`config.mk`:
```
export PLATFORM = sky130hd
export DESIGN_NAME = seq_ones_tx
export DESIGN_NICKNAME = d
export VERILOG_FILES = /design/src/rtl/seq_ones_pkg.sv /design/src/rtl/seq_ones_ref_counter.sv /design/src/rtl/seq_ones_tx.sv
export SDC_FILE = /design/constraint.sdc
export NUM_CORES = 1
export LEC_CHECK = 0
export CAP_MARGIN = 20
export CORE_ASPECT_RATIO = 1.4
export CORE_MARGIN = 2
export CORE_UTILIZATION = 59
export CTS_CLUSTER_DIAMETER = 200
export DETAILED_ROUTE_END_ITERATION = 8
export PLACE_DENSITY = 0.86
export SETUP_SLACK_MARGIN = 0.2
export SLEW_MARGIN = 20
export SYNTH_ARGS = -nofsm -noshare
export SYNTH_HDL_FRONTEND = slang
export SYNTH_HIERARCHICAL = 1
export SYNTH_SLANG_ARGS = --single-unit
```
`constraint.sdc`:
```
create_clock -name clk -period 8.05 [get_ports clk]
set_clock_uncertainty 0.05 [all_clocks]
set_input_delay 0.805 -clock clk [delete_from_list [all_inputs] [get_ports clk]]
set_output_delay 0.805 -clock clk [all_outputs]
set_load 0.005 [all_outputs]
```
`src/rtl/seq_ones_pkg.sv`:
```
// seq_ones_pkg: shared types for the consecutive-ones pattern transmitter.
// State encoding and the default run length that makes one detection.
package seq_ones_pkg;

  typedef enum logic [1:0] {
    ST_IDLE = 2'd0,
    ST_SEND = 2'd1,
    ST_TAIL = 2'd2,
    ST_DONE = 2'd3
  } state_t;

  localparam int RUN_LEN_DEF = 3;

endpackage

```
`src/rtl/seq_ones_ref_counter.sv`:
```
// seq_ones_ref_counter: overlapping run-of-ones detection counter.
// Tracks the current run of ones and accumulates saturating detections.
module seq_ones_ref_counter
  import seq_ones_pkg::*;
#(
  parameter int RUN_LEN = RUN_LEN_DEF,
  parameter int CNT_W   = 5
) (
  input  logic             clk,
  input  logic             reset,
  input  logic             clear,
  input  logic             bit_valid,
  input  logic             bit_in,
  output logic [CNT_W-1:0] count
);

  localparam int RW = $clog2(RUN_LEN + 1);

  logic [RW-1:0] run;
  logic [RW-1:0] run_inc;
  logic          hit;

  // next run length if this bit is a one, and whether it completes a run
  always_comb begin
    run_inc = (run == RW'(RUN_LEN)) ? run : run + 1'b1;
    hit     = bit_in && (run_inc == RW'(RUN_LEN));
  end

  // run tracker and saturating detection accumulator
  always_ff @(posedge clk) begin
    if (reset || clear) begin
      run   <= '0;
      count <= '0;
    end else if (bit_valid) begin
      run <= bit_in ? run_inc : '0;
      if (hit && (count != '1))
        count <= count + 1'b1;
    end
  end

endmodule

```
`src/rtl/seq_ones_tx.sv`:
```
// seq_ones_tx: MSB-first serial pattern transmitter with expected-count output.
// Optional one-cycle zero tail after the pattern: define SEQ_TX_TAIL_EN.
module seq_ones_tx
  import seq_ones_pkg::*;
#(
  parameter int WIDTH   = 16,
  parameter int LEN_W   = $clog2(WIDTH + 1),
  parameter int RUN_LEN = RUN_LEN_DEF
) (
  input  logic             clk,
  input  logic             reset,
  input  logic             load_valid,
  output logic             load_ready,
  input  logic [WIDTH-1:0] load_data,
  input  logic [LEN_W-1:0] load_len,
  output logic             data_out,
  output logic             data_out_valid,
  output logic             busy,
  output logic             done,
  output logic [LEN_W-1:0] exp_count
);

`ifdef SEQ_TX_TAIL_EN
  localparam state_t ST_POST = ST_TAIL;
`else
  localparam state_t ST_POST = ST_DONE;
`endif

  state_t           state;
  state_t           state_nxt;
  logic [WIDTH-1:0] shreg;
  logic [LEN_W-1:0] remain;
  logic [LEN_W-1:0] len_sat;
  logic             accept;

  // clamp the requested length to the pattern width
  always_comb begin
    len_sat = (load_len > LEN_W'(WIDTH)) ? LEN_W'(WIDTH) : load_len;
    accept  = load_valid && load_ready;
  end

  // state register
  always_ff @(posedge clk) begin
    if (reset)
      state <= ST_IDLE;
    else
      state <= state_nxt;
  end

  // next state and Moore outputs
  always_comb begin
    state_nxt      = state;
    load_ready     = 1'b0;
    busy           = 1'b0;
    done           = 1'b0;
    data_out_valid = 1'b0;
    data_out       = 1'b0;
    unique case (state)
      ST_IDLE: begin
        load_ready = 1'b1;
        if (load_valid)
          state_nxt = (len_sat != '0) ? ST_SEND : ST_POST;
      end
      ST_SEND: begin
        busy           = 1'b1;
        data_out_valid = 1'b1;
        data_out       = shreg[WIDTH-1];
        if (remain == '0)
          state_nxt = ST_POST;
      end
      ST_TAIL: begin
        busy           = 1'b1;
        data_out_valid = 1'b1;
        state_nxt      = ST_DONE;
      end
      ST_DONE: begin
        done      = 1'b1;
        state_nxt = ST_IDLE;
      end
      default: state_nxt = ST_IDLE;
    endcase
  end

  // left-justified shift register and remaining-bit index
  always_ff @(posedge clk) begin
    if (reset) begin
      shreg  <= '0;
      remain <= '0;
    end else if (accept) begin
      shreg  <= load_data << (LEN_W'(WIDTH) - len_sat);
      remain <= len_sat - 1'b1;
    end else if (state == ST_SEND) begin
      shreg  <= shreg << 1;
      remain <= remain - 1'b1;
    end
  end

  seq_ones_ref_counter #(
    .RUN_LEN (RUN_LEN),
    .CNT_W   (LEN_W)
  ) u_ref (
    .clk       (clk),
    .reset     (reset),
    .clear     (accept),
    .bit_valid (data_out_valid),
    .bit_in    (data_out),
    .count     (exp_count)
  );

endmodule

```
==> results of run 1 <==
==> worst paths after layout <==
check	startpoint	endpoint	slack (ns)	cells past startpoint
hold reg to reg	shreg[3]	shreg[3]	0.44	2
setup reg to reg	state[1]	shreg[2]	5.24	8
setup / recovery	load_len[4]	shreg[12]	3.17	8
hold / removal	shreg[3]	shreg[3]	0.44	2
==> cells in the mapped netlist (all sizes together), types with 2 or more instances <==
| library cell | n | area share, % |
|---|---|---|
| a211oi | 12 | 3.8 |
| a21boi | 2 | 0.64 |
| a21oi | 14 | 3.0 |
| a222oi | 3 | 1.3 |
| a311oi | 2 | 0.74 |
| a31oi | 4 | 1.1 |
| and2 | 2 | 0.53 |
| buf | 11 | 3.6 |
| clkbuf | 8 | 1.3 |
| dfxtp | 30 | 25 |
| ha | 10 | 5.3 |
| inv | 13 | 2.1 |
| mux2 | 14 | 6.7 |
| mux2i | 14 | 6.6 |
| mux4 | 7 | 7.3 |
| nand2 | 15 | 2.5 |
| nand2b | 8 | 2.1 |
| nand3 | 4 | 0.85 |
| nand4b | 2 | 1.4 |
| nor2 | 28 | 4.5 |
| nor2b | 7 | 1.9 |
| nor3 | 10 | 2.1 |
| nor3b | 2 | 0.64 |
| o211ai | 3 | 0.95 |
| o21a | 3 | 0.95 |
| o21ai | 16 | 3.4 |
| o21bai | 2 | 0.64 |
| o22ai | 2 | 0.53 |
| or2 | 2 | 0.53 |
| or3 | 2 | 0.53 |
| xnor2 | 4 | 1.5 |
| xor2 | 3 | 1.9 |
==> per-stage QoR <==
step	hold slack, ns	instances	setup WS [ns]
4_1_cts	0.443	335	3.21
5_1_grt	0.469	335	2.90
3_3_place_gp	0.424	327	2.99
2_1_floorplan	0.401	270	4.96
6_report	0.441	335	3.17
3_5_place_dp	0.433	327	2.91
==> cells in the final DEF (no fill, tap or decap), types with 3 or more instances in the layout <==
| cell | n |
|---|---|
| a211oi_1 | 12 |
| a21oi_1 | 14 |
| a222oi_1 | 3 |
| a31oi_1 | 4 |
| clkbuf_8 | 6 |
| clkdlybuf4s50_1 | 33 |
| dfxtp_1 | 30 |
| ha_1 | 10 |
| inv_1 | 11 |
| mux2_2 | 13 |
| mux2i_1 | 12 |
| mux4_1 | 4 |
| mux4_2 | 3 |
| nand2_1 | 14 |
| nand2b_1 | 8 |
| nand3_1 | 4 |
| nor2_1 | 28 |
| nor2b_1 | 7 |
| nor3_1 | 10 |
| o211ai_1 | 3 |
| o21a_1 | 3 |
| o21ai_0 | 15 |
| xnor2_1 | 4 |
==> worst max-delay path: stages <==
cell             delay [ns]
clkdlybuf4s50_1        0.56
nor2b_1                0.85
inv_1                  0.47
ha_1                   0.90
mux2_2                 0.46
mux4_2                 0.48
a221oi_1               0.36
nor3_1                 0.07
==> area by class of cell <==
cell class | instances | area (um^2)
multi-input cells | 208 | 1600
fillers | 327 | 1160
flip-flops and latches | 30 | 601
repair buffers | 33 | 330
clock buffers | 6 | 82.6
well taps | 43 | 53.8
inverters | 13 | 48.8
clock inverters | 2 | 12.5
==> power by group through the flow <==
stage | clock network [mW] | registers, mW | logic [mW]
finish | 0.128 | 0.233 | 0.411
floorplan | 0 | 0.224 | 0.319
detailed placement | 0 | 0.235 | 0.406
CTS | 0.131 | 0.232 | 0.409
global placement | 0 | 0.232 | 0.398
global route | 0.136 | 0.239 | 0.458
==> routing by layer <==
| metal | GRT usage, % | part of all wire (%) |
|---|---|---|
| met4 | 10.7 | 2.9 |
| met2 | 45.2 | 53 |
| met3 | 3.58 | 4.1 |
| met5 | 0 | 0 |
| met1 | 30.0 | 40 |
==> registers in the layout, summed over array words and instances (netlist names) <==
signal	flops
remain	5
shreg	16
state	2
u_ref/count	5
u_ref/run	2
==> cell families after synthesis <==
family	after synthesis	share of synthesized area [%]
simple gates	88	19.6
compound gates	68	18.7
mux	35	20.6
buf+inv	32	6.95
flops	30	25.5
fa+ha+maj	10	5.30
xor+xnor	7	3.39
==> results.sh, run 1 <==
export IMPL_status="completed"
export IMPL_synth_edf_count=0
export IMPL_pwr_share_seq_pct=30.2
export IMPL_tightest_slew_ns=1.02
export IMPL_grt_antenna_before_repair=0
export IMPL_drcViolationCount=0
export IMPL_rows=27
export IMPL_dr_pass1_iters=6
export IMPL_switching_power_uw=316
export IMPL_cts_inserted_buffers=5
export IMPL_clk_latency_ns=0.29
export IMPL_synth_cell_types=57
export IMPL_clock_sinks=30
export IMPL_core_um2=3880
export IMPL_htree_levels=2
export IMPL_design_area_um2=2720
export IMPL_max_freq_mhz=205
export IMPL_clkTransAtPathRegs_ns=0.07
export IMPL_tritoncts="done"
export IMPL_clockRootBuffer="clkbuf_8"
export IMPL_clkPwrFrac_pct=16.6
export IMPL_ys_warnings_count=6
export IMPL_cts_buffer_depth=2
export IMPL_timing_setup_tns_ns=0
export IMPL_start_util_pct=60.7
export IMPL_grt_pass1_vias=2002
export IMPL_path_class="in2reg"
export IMPL_drt_initial_drc_count=142
export IMPL_place_hpwl_mm=4.13
export IMPL_critPathMaxFanout=18
export IMPL_comb_power_share_pct=53.2
export IMPL_power_leakage_nw=1.04
export IMPL_gp_congestion=0.883
export IMPL_dieHeight_um=78.8
export IMPL_routedWlPerCell_um=16.2
export IMPL_setup_viol=0
export IMPL_endpoint_kind="flip-flop"
export IMPL_fin_crit_sh_pct=60.6
export IMPL_fin_util_pct=70.1
export IMPL_synth_cell_area_um2=2360
export IMPL_syn_area_per_cell_um2=8.74
export IMPL_synthArstFlopShare_pct=0
export IMPL_grt_pass1_wl_mm=9.06
export IMPL_worst_ep_arrival_time_ns=4.97
export IMPL_power_per_cell_area_nw_per_um2=284
export IMPL_grt_max_degree=27
export IMPL_worst_endpoint_required_ns=8.14
export IMPL_sw_frac_of_total_pct=40.9
export IMPL_slew_limit_headroom_pct=31.6
export IMPL_final_hold_violation_count=0
export IMPL_ant_nets=0
export IMPL_placed_area_um2=2630
export IMPL_syn_inst=270
export IMPL_rsz0062_at_grt="false"
export IMPL_hold_buffers=0
export IMPL_cts_setup_buffers=0
export IMPL_internal_power_uw=456
export IMPL_grt_overflow=0
export IMPL_syn_num_nets=304
export IMPL_finalNetCount=325
export IMPL_timing_final_crit_period_ns=4.88
export IMPL_cap_violations=0
export IMPL_drive_above_1_share_pct=11.3
export IMPL_cp_start_kind="input pin"
export IMPL_ioPinCount=34
export IMPL_portBuffers=33
export IMPL_drv_slew=0
export IMPL_post_cts_resized=0
export IMPL_antenna_cells=0
export IMPL_grtUsageTotal_pct=25.5
export IMPL_synth_seq_cells=30
export IMPL_wirelength_mm=5.42
export IMPL_irDropWorstVdd_mv=0.236
export IMPL_chipWidth_um=57.5
export IMPL_synth_seq_area_share_pct=25.5
export IMPL_synthToLayoutAreaGrowth_pct=15.4
export IMPL_viasPerCell=6.27
export IMPL_hold_path_class="reg2reg"
export IMPL_design_die_area_um2=4530
export IMPL_vias=2101
export IMPL_design_power_total_uw=772
export IMPL_synth_top_flop_cell="dfxtp_1"
Note: power is estimated with default switching activity, not from simulation.
==> inputs of run 2 (changes only) <==
--- a/config.mk
+++ b/config.mk
@@ -8,10 +8,10 @@
 export CAP_MARGIN = 20
 export CORE_ASPECT_RATIO = 1.4
 export CORE_MARGIN = 2
-export CORE_UTILIZATION = 59
+export CORE_UTILIZATION = 55
 export CTS_CLUSTER_DIAMETER = 200
 export DETAILED_ROUTE_END_ITERATION = 8
-export PLACE_DENSITY = 0.86
+export PLACE_DENSITY = 0.81
 export SETUP_SLACK_MARGIN = 0.2
 export SLEW_MARGIN = 20
 export SYNTH_ARGS = -nofsm -noshare
==> constraint.sdc (replaced) <==
create_clock -name clk -period 4.9 [get_ports clk]
set_clock_uncertainty 0.05 [all_clocks]
set_input_delay 0.49 -clock clk [delete_from_list [all_inputs] [get_ports clk]]
set_output_delay 0.49 -clock clk [all_outputs]
set_load 0.005 [all_outputs]
==> results.sh, run 2 (synthesis results as in run 1) <==
export IMPL_status="completed"
export IMPL_timing_setup_tns_ns=0
export IMPL_place_hpwl_mm=4.30
export IMPL_htree_levels=2
export IMPL_hold_path_class="reg2reg"
export IMPL_gp_congestion=0.866
export IMPL_power_leakage_nw=1.08
export IMPL_drv_slew=0
export IMPL_post_cts_resized=0
export IMPL_path_class="in2reg"
export IMPL_r2r_slack_ns=2.27
export IMPL_switching_power_uw=531
export IMPL_ioPinCount=34
export IMPL_internal_power_uw=856
export IMPL_dr_pass1_iters=5
export IMPL_critPathMaxFanout=18
export IMPL_start_util_pct=56.6
export IMPL_portBuffers=33
export IMPL_worst_endpoint_required_ns=4.98
export IMPL_cap_violations=0
export IMPL_reg_largest_list="shreg: 16 flops, remain: 5 flops, u_ref/count: 5 flops"
export IMPL_grt_max_degree=27
export IMPL_drt_initial_drc_count=129
export IMPL_max_freq_mhz=260
export IMPL_setup_ws_ns=1.05
export IMPL_dieHeight_um=81.5
export IMPL_antenna_cells=0
export IMPL_drive_above_1_share_pct=11.9
export IMPL_power_per_cell_area_nw_per_um2=497
export IMPL_irDropWorstVdd_mv=0.198
export IMPL_grtUsageTotal_pct=25.9
export IMPL_cts_inserted_buffers=5
export IMPL_clkPwrFrac_pct=22.8
export IMPL_clk_latency_ns=0.28
export IMPL_clkTransAtPathRegs_ns=0.07
export IMPL_final_common_cell="clkdlybuf4s50_1"
export IMPL_tightest_slew_ns=0.934
export IMPL_grt_overflow=0
export IMPL_viasPerCell=6.24
export IMPL_chipWidth_um=59.4
export IMPL_wirelength_mm=5.74
export IMPL_worst_ep_arrival_time_ns=3.93
export IMPL_max_flop_register="shreg"
export IMPL_layout_common_cells="clkdlybuf4s50_1, dfxtp_1, nor2_1"
export IMPL_timing_final_crit_period_ns=3.85
export IMPL_core_um2=4170
export IMPL_grt_pass1_vias=2083
export IMPL_finalNetCount=327
export IMPL_hold_buffers=0
export IMPL_rsz0062_at_grt="false"
export IMPL_grt_antenna_before_repair=0
export IMPL_slew_limit_headroom_pct=37.5
export IMPL_ant_nets=0
export IMPL_design_die_area_um2=4840
export IMPL_sw_frac_of_total_pct=38.3
export IMPL_drcViolationCount=0
export IMPL_vias=2117
export IMPL_dp_slack_ns=0.805
export IMPL_clock_sinks=30
export IMPL_grt_pass1_wl_mm=9.40
export IMPL_pwr_share_seq_pct=27.5
export IMPL_comb_power_share_pct=49.7
export IMPL_cp_start_kind="input pin"
export IMPL_cts_setup_buffers=0
export IMPL_design_power_total_mw=1.39
export IMPL_clockRootBuffer="clkbuf_8"
export IMPL_rows=28
export IMPL_endpoint_kind="flip-flop"
export IMPL_cts_buffer_depth=2
export IMPL_setup_viol=0
export IMPL_final_hold_violation_count=0
export IMPL_largest_reg_flops=16
export IMPL_fin_crit_sh_pct=78.5
export IMPL_tritoncts="done"
export IMPL_synthToLayoutAreaGrowth_pct=18.2
export IMPL_routedWlPerCell_um=16.9
run 2: worst max-delay path, cell delays in order:
cell and delay [ns]:
clkdlybuf4s50_1 0.56, nor2b_1 0.18, buf_4 0.21, inv_1 0.23, ha_1 0.82, mux2i_1 0.40, inv_1 0.10, mux4_1 0.56
a222oi_1 0.29, nor3_1 0.08
run 2: final timing paths:
| kind | cells after the start | from | endpoint |
|---|---|---|---|
| hold reg to reg | 2 | shreg[3] | shreg[3] |
| setup reg to reg | 8 | state[1] | remain[3] |
| hold / removal | 2 | shreg[3] | shreg[3] |
| setup / recovery | 10 | load_len[4] | shreg[15] |
run 2: stage by stage:
stage | area (um^2) | util (%) | std cells | hold WS [ns]
5_1_grt | 2790 | 66.9 | 339 | 0.466
3_5_place_dp | 2650 | 63.5 | 331 | 0.433
4_1_cts | 2790 | 66.9 | 339 | 0.445
6_report | 2790 | 66.9 | 339 | 0.444
2_1_floorplan | 2360 | - | 270 | 0.401
3_3_place_gp | 2650 | 63.5 | 331 | 0.430
run 2: final cells by class:
cell class | instances | area, um^2
inverters | 13 | 48.8
multi-input cells | 208 | 1600
fillers | 333 | 1380
clock buffers | 6 | 82.6
repair buffers | 35 | 345
flip-flops and latches | 30 | 601
clock inverters | 2 | 60.1
well taps | 45 | 56.3
run 2: layer usage:
metal / up-vias / GRT usage (%) / part of all wire (%)
li1: 1033 / - / -
met1: 978 / 26.9 / 37
met2: 82 / 46.7 / 54
met3: 24 / 4.25 / 3.7
met4: 0 / 16.8 / 5.2
met5: - / 0 / 0
run 2: power groups by stage:
stage,registers (mW),logic [mW],clock network (mW)
global placement,0.381,0.660,0
CTS,0.382,0.686,0.318
global route,0.392,0.755,0.328
finish,0.382,0.689,0.316
detailed placement,0.385,0.678,0
floorplan,0.368,0.524,0
==> inputs of run 3 (changes only) <==
==> constraint.sdc (replaced) <==
create_clock -name clk -period 4 [get_ports clk]
set_clock_uncertainty 0.05 [all_clocks]
set_input_delay 0.4 -clock clk [delete_from_list [all_inputs] [get_ports clk]]
set_output_delay 0.4 -clock clk [all_outputs]
set_load 0.005 [all_outputs]
==> results.sh, run 3 (synthesis results as in run 1) <==
export IMPL_status="completed"
export IMPL_setup_ws_ns=0.813
export IMPL_drv_slew=0
export IMPL_clk_latency_ns=0.29
export IMPL_portBuffers=33
export IMPL_core_um2=4170
export IMPL_reg_largest_list="shreg: 16 flops, remain: 5 flops, u_ref/count: 5 flops"
export IMPL_whs_ns=0.445
export IMPL_clkTransAtPathRegs_ns=0.07
export IMPL_ant_nets=0
export IMPL_path_class="in2reg"
export IMPL_r2r_start="state[1]"
export IMPL_largest_reg_flops=16
export IMPL_endpoint_kind="flip-flop"
export IMPL_dieHeight_um=81.5
export IMPL_clockRootBuffer="clkbuf_8"
export IMPL_timing_final_crit_period_ns=3.19
export IMPL_irDropWorstVdd_mv=0.162
export IMPL_vias=2082
export IMPL_cap_violations=0
export IMPL_chipWidth_um=59.4
export IMPL_fin_crit_sh_pct=79.7
export IMPL_grt_antenna_before_repair=0
export IMPL_drcViolationCount=0
export IMPL_cp_slowest_stage_delay_ns=0.67
export IMPL_max_flop_register="shreg"
export IMPL_r2r_slack_ns=1.42
export IMPL_multi_input_area_um2=1600
export IMPL_layout_common_cells="clkdlybuf4s50_1, dfxtp_1, nor2_1"
export IMPL_antenna_cells=0
export IMPL_start_util_pct=56.6
export IMPL_dr_pass1_iters=4
export IMPL_hold_buffers=0
export IMPL_design_area_um2=2750
export IMPL_placed_area_um2=2660
export IMPL_hp_start="u_ref/count[3]"
export IMPL_grtUsageTotal_pct=25.3
export IMPL_setup_viol=0
export IMPL_worst_ep_arrival_time_ns=3.26
export IMPL_final_common_cell="clkdlybuf4s50_1"
export IMPL_power_leakage_nw=1.07
export IMPL_dp_slack_ns=0.484
export IMPL_grt_max_degree=27
export IMPL_nFillCells=352
export IMPL_post_cts_resized=0
export IMPL_drt_initial_drc_count=94
export IMPL_rows=28
export IMPL_wirelength_mm=5.48
export IMPL_cpMaxStageDelayCell="clkdlybuf4s50_1"
export IMPL_slew_limit_headroom_pct=35.8
export IMPL_power_per_cell_area_nw_per_um2=562
export IMPL_grt_pass1_wl_mm=9.29
export IMPL_routedWlPerCell_um=16.1
export IMPL_drive_above_1_share_pct=12.2
export IMPL_cts_setup_buffers=0
export IMPL_hold_path_class="reg2reg"
export IMPL_grt_overflow=0
export IMPL_htree_levels=2
export IMPL_cp_cell_sequence="clkdlybuf4s50_1 -> nand2b_1 -> ha_1 -> xor2_4 -> mux4_1 -> a222oi_1 -> nor3_1"
export IMPL_cp_start_kind="input pin"
export IMPL_tritoncts="done"
export IMPL_place_hpwl_mm=4.18
export IMPL_critPathMaxFanout=16
export IMPL_tightest_slew_ns=0.960
export IMPL_gp_congestion=0.870
export IMPL_final_hold_violation_count=0
export IMPL_ioPinCount=34
export IMPL_finalNetCount=329
export IMPL_whs_path_depth=2
export IMPL_timing_setup_tns_ns=0
export IMPL_clock_sinks=30
export IMPL_cts_buffer_depth=2
export IMPL_cts_inserted_buffers=5
export IMPL_rsz0062_at_grt="false"
export IMPL_viasPerCell=6.11
export IMPL_max_freq_mhz=314
export IMPL_synthToLayoutAreaGrowth_pct=16.6
export IMPL_design_power_total_mw=1.55
export IMPL_design_die_area_um2=4840
export IMPL_hold_end="u_ref/count[3]"
export IMPL_reg2regPathDepth=8
export IMPL_regArea_um2=601
export IMPL_grt_pass1_vias=2130
export IMPL_rr_endpoint="remain[3]"
export IMPL_worst_endpoint_required_ns=4.08
run 3: cell types whose count changed in the layout (fill, tap and decap cells not counted):
cell       previous run  this run
clkinv_2              0         1
clkbuf_1              0         1
bufinv_16             2         0
buf_4                 2         4
run 3: worst max path at each step:
stage / start / endpoint / slack, ns / depth (start not counted)
3_3_place_gp: load_len[4] / shreg[15] / 0.62 / 7
2_1_floorplan: load_len[0] / shreg[15] / 1.31 / 11
4_1_cts: load_len[4] / shreg[15] / 0.80 / 7
6_report: load_len[4] / shreg[15] / 0.81 / 7
3_5_place_dp: load_len[4] / shreg[15] / 0.48 / 7
5_1_grt: load_len[4] / shreg[15] / 0.56 / 7
run 3: power by group:
part / switching (mW) / total [mW] / internal, mW
clock network: 0.120 / 0.258 / 0.139
logic: 0.440 / 0.822 / 0.382
registers: 0.0673 / 0.468 / 0.401
run 3: metal layers:
layer	share of wire (%)	GRT usage, %	vias to the layer above
li1	-	-	1034
met1	40	27.2	970
met2	53	44.5	65
met3	4.1	5.20	13
met4	3.2	15.0	0
met5	0	0	-
run 3: worst max-delay path: cells and delay by family:
| kind | cells | cell delay (ns) |
|---|---|---|
| compound gates | 1 | 0.29 |
| buf+inv | 1 | 0.67 |
| xor+xnor | 1 | 0.50 |
| mux | 1 | 0.64 |
| simple gates | 2 | 0.32 |
| fa+ha+maj | 1 | 0.45 |
run 3: cell type report:
class                      instances  share of cell area, %
inverter                          13                   1.77
timing repair buffer              37                   13.1
clock buffer                       7                   3.14
clock inverter                     1                  0.182
tap                               45                   2.05
sequential                        30                   21.8
multi-input combinational        208                   58.0
run 3: stage by stage:
step / std cells / utilization, %
final: 341 / 66.0
after global routing: 341 / 66.0
after CTS: 341 / 66.0
after detailed placement: 333 / 63.8
after global placement: 333 / 63.8
after floorplan: 270 / -
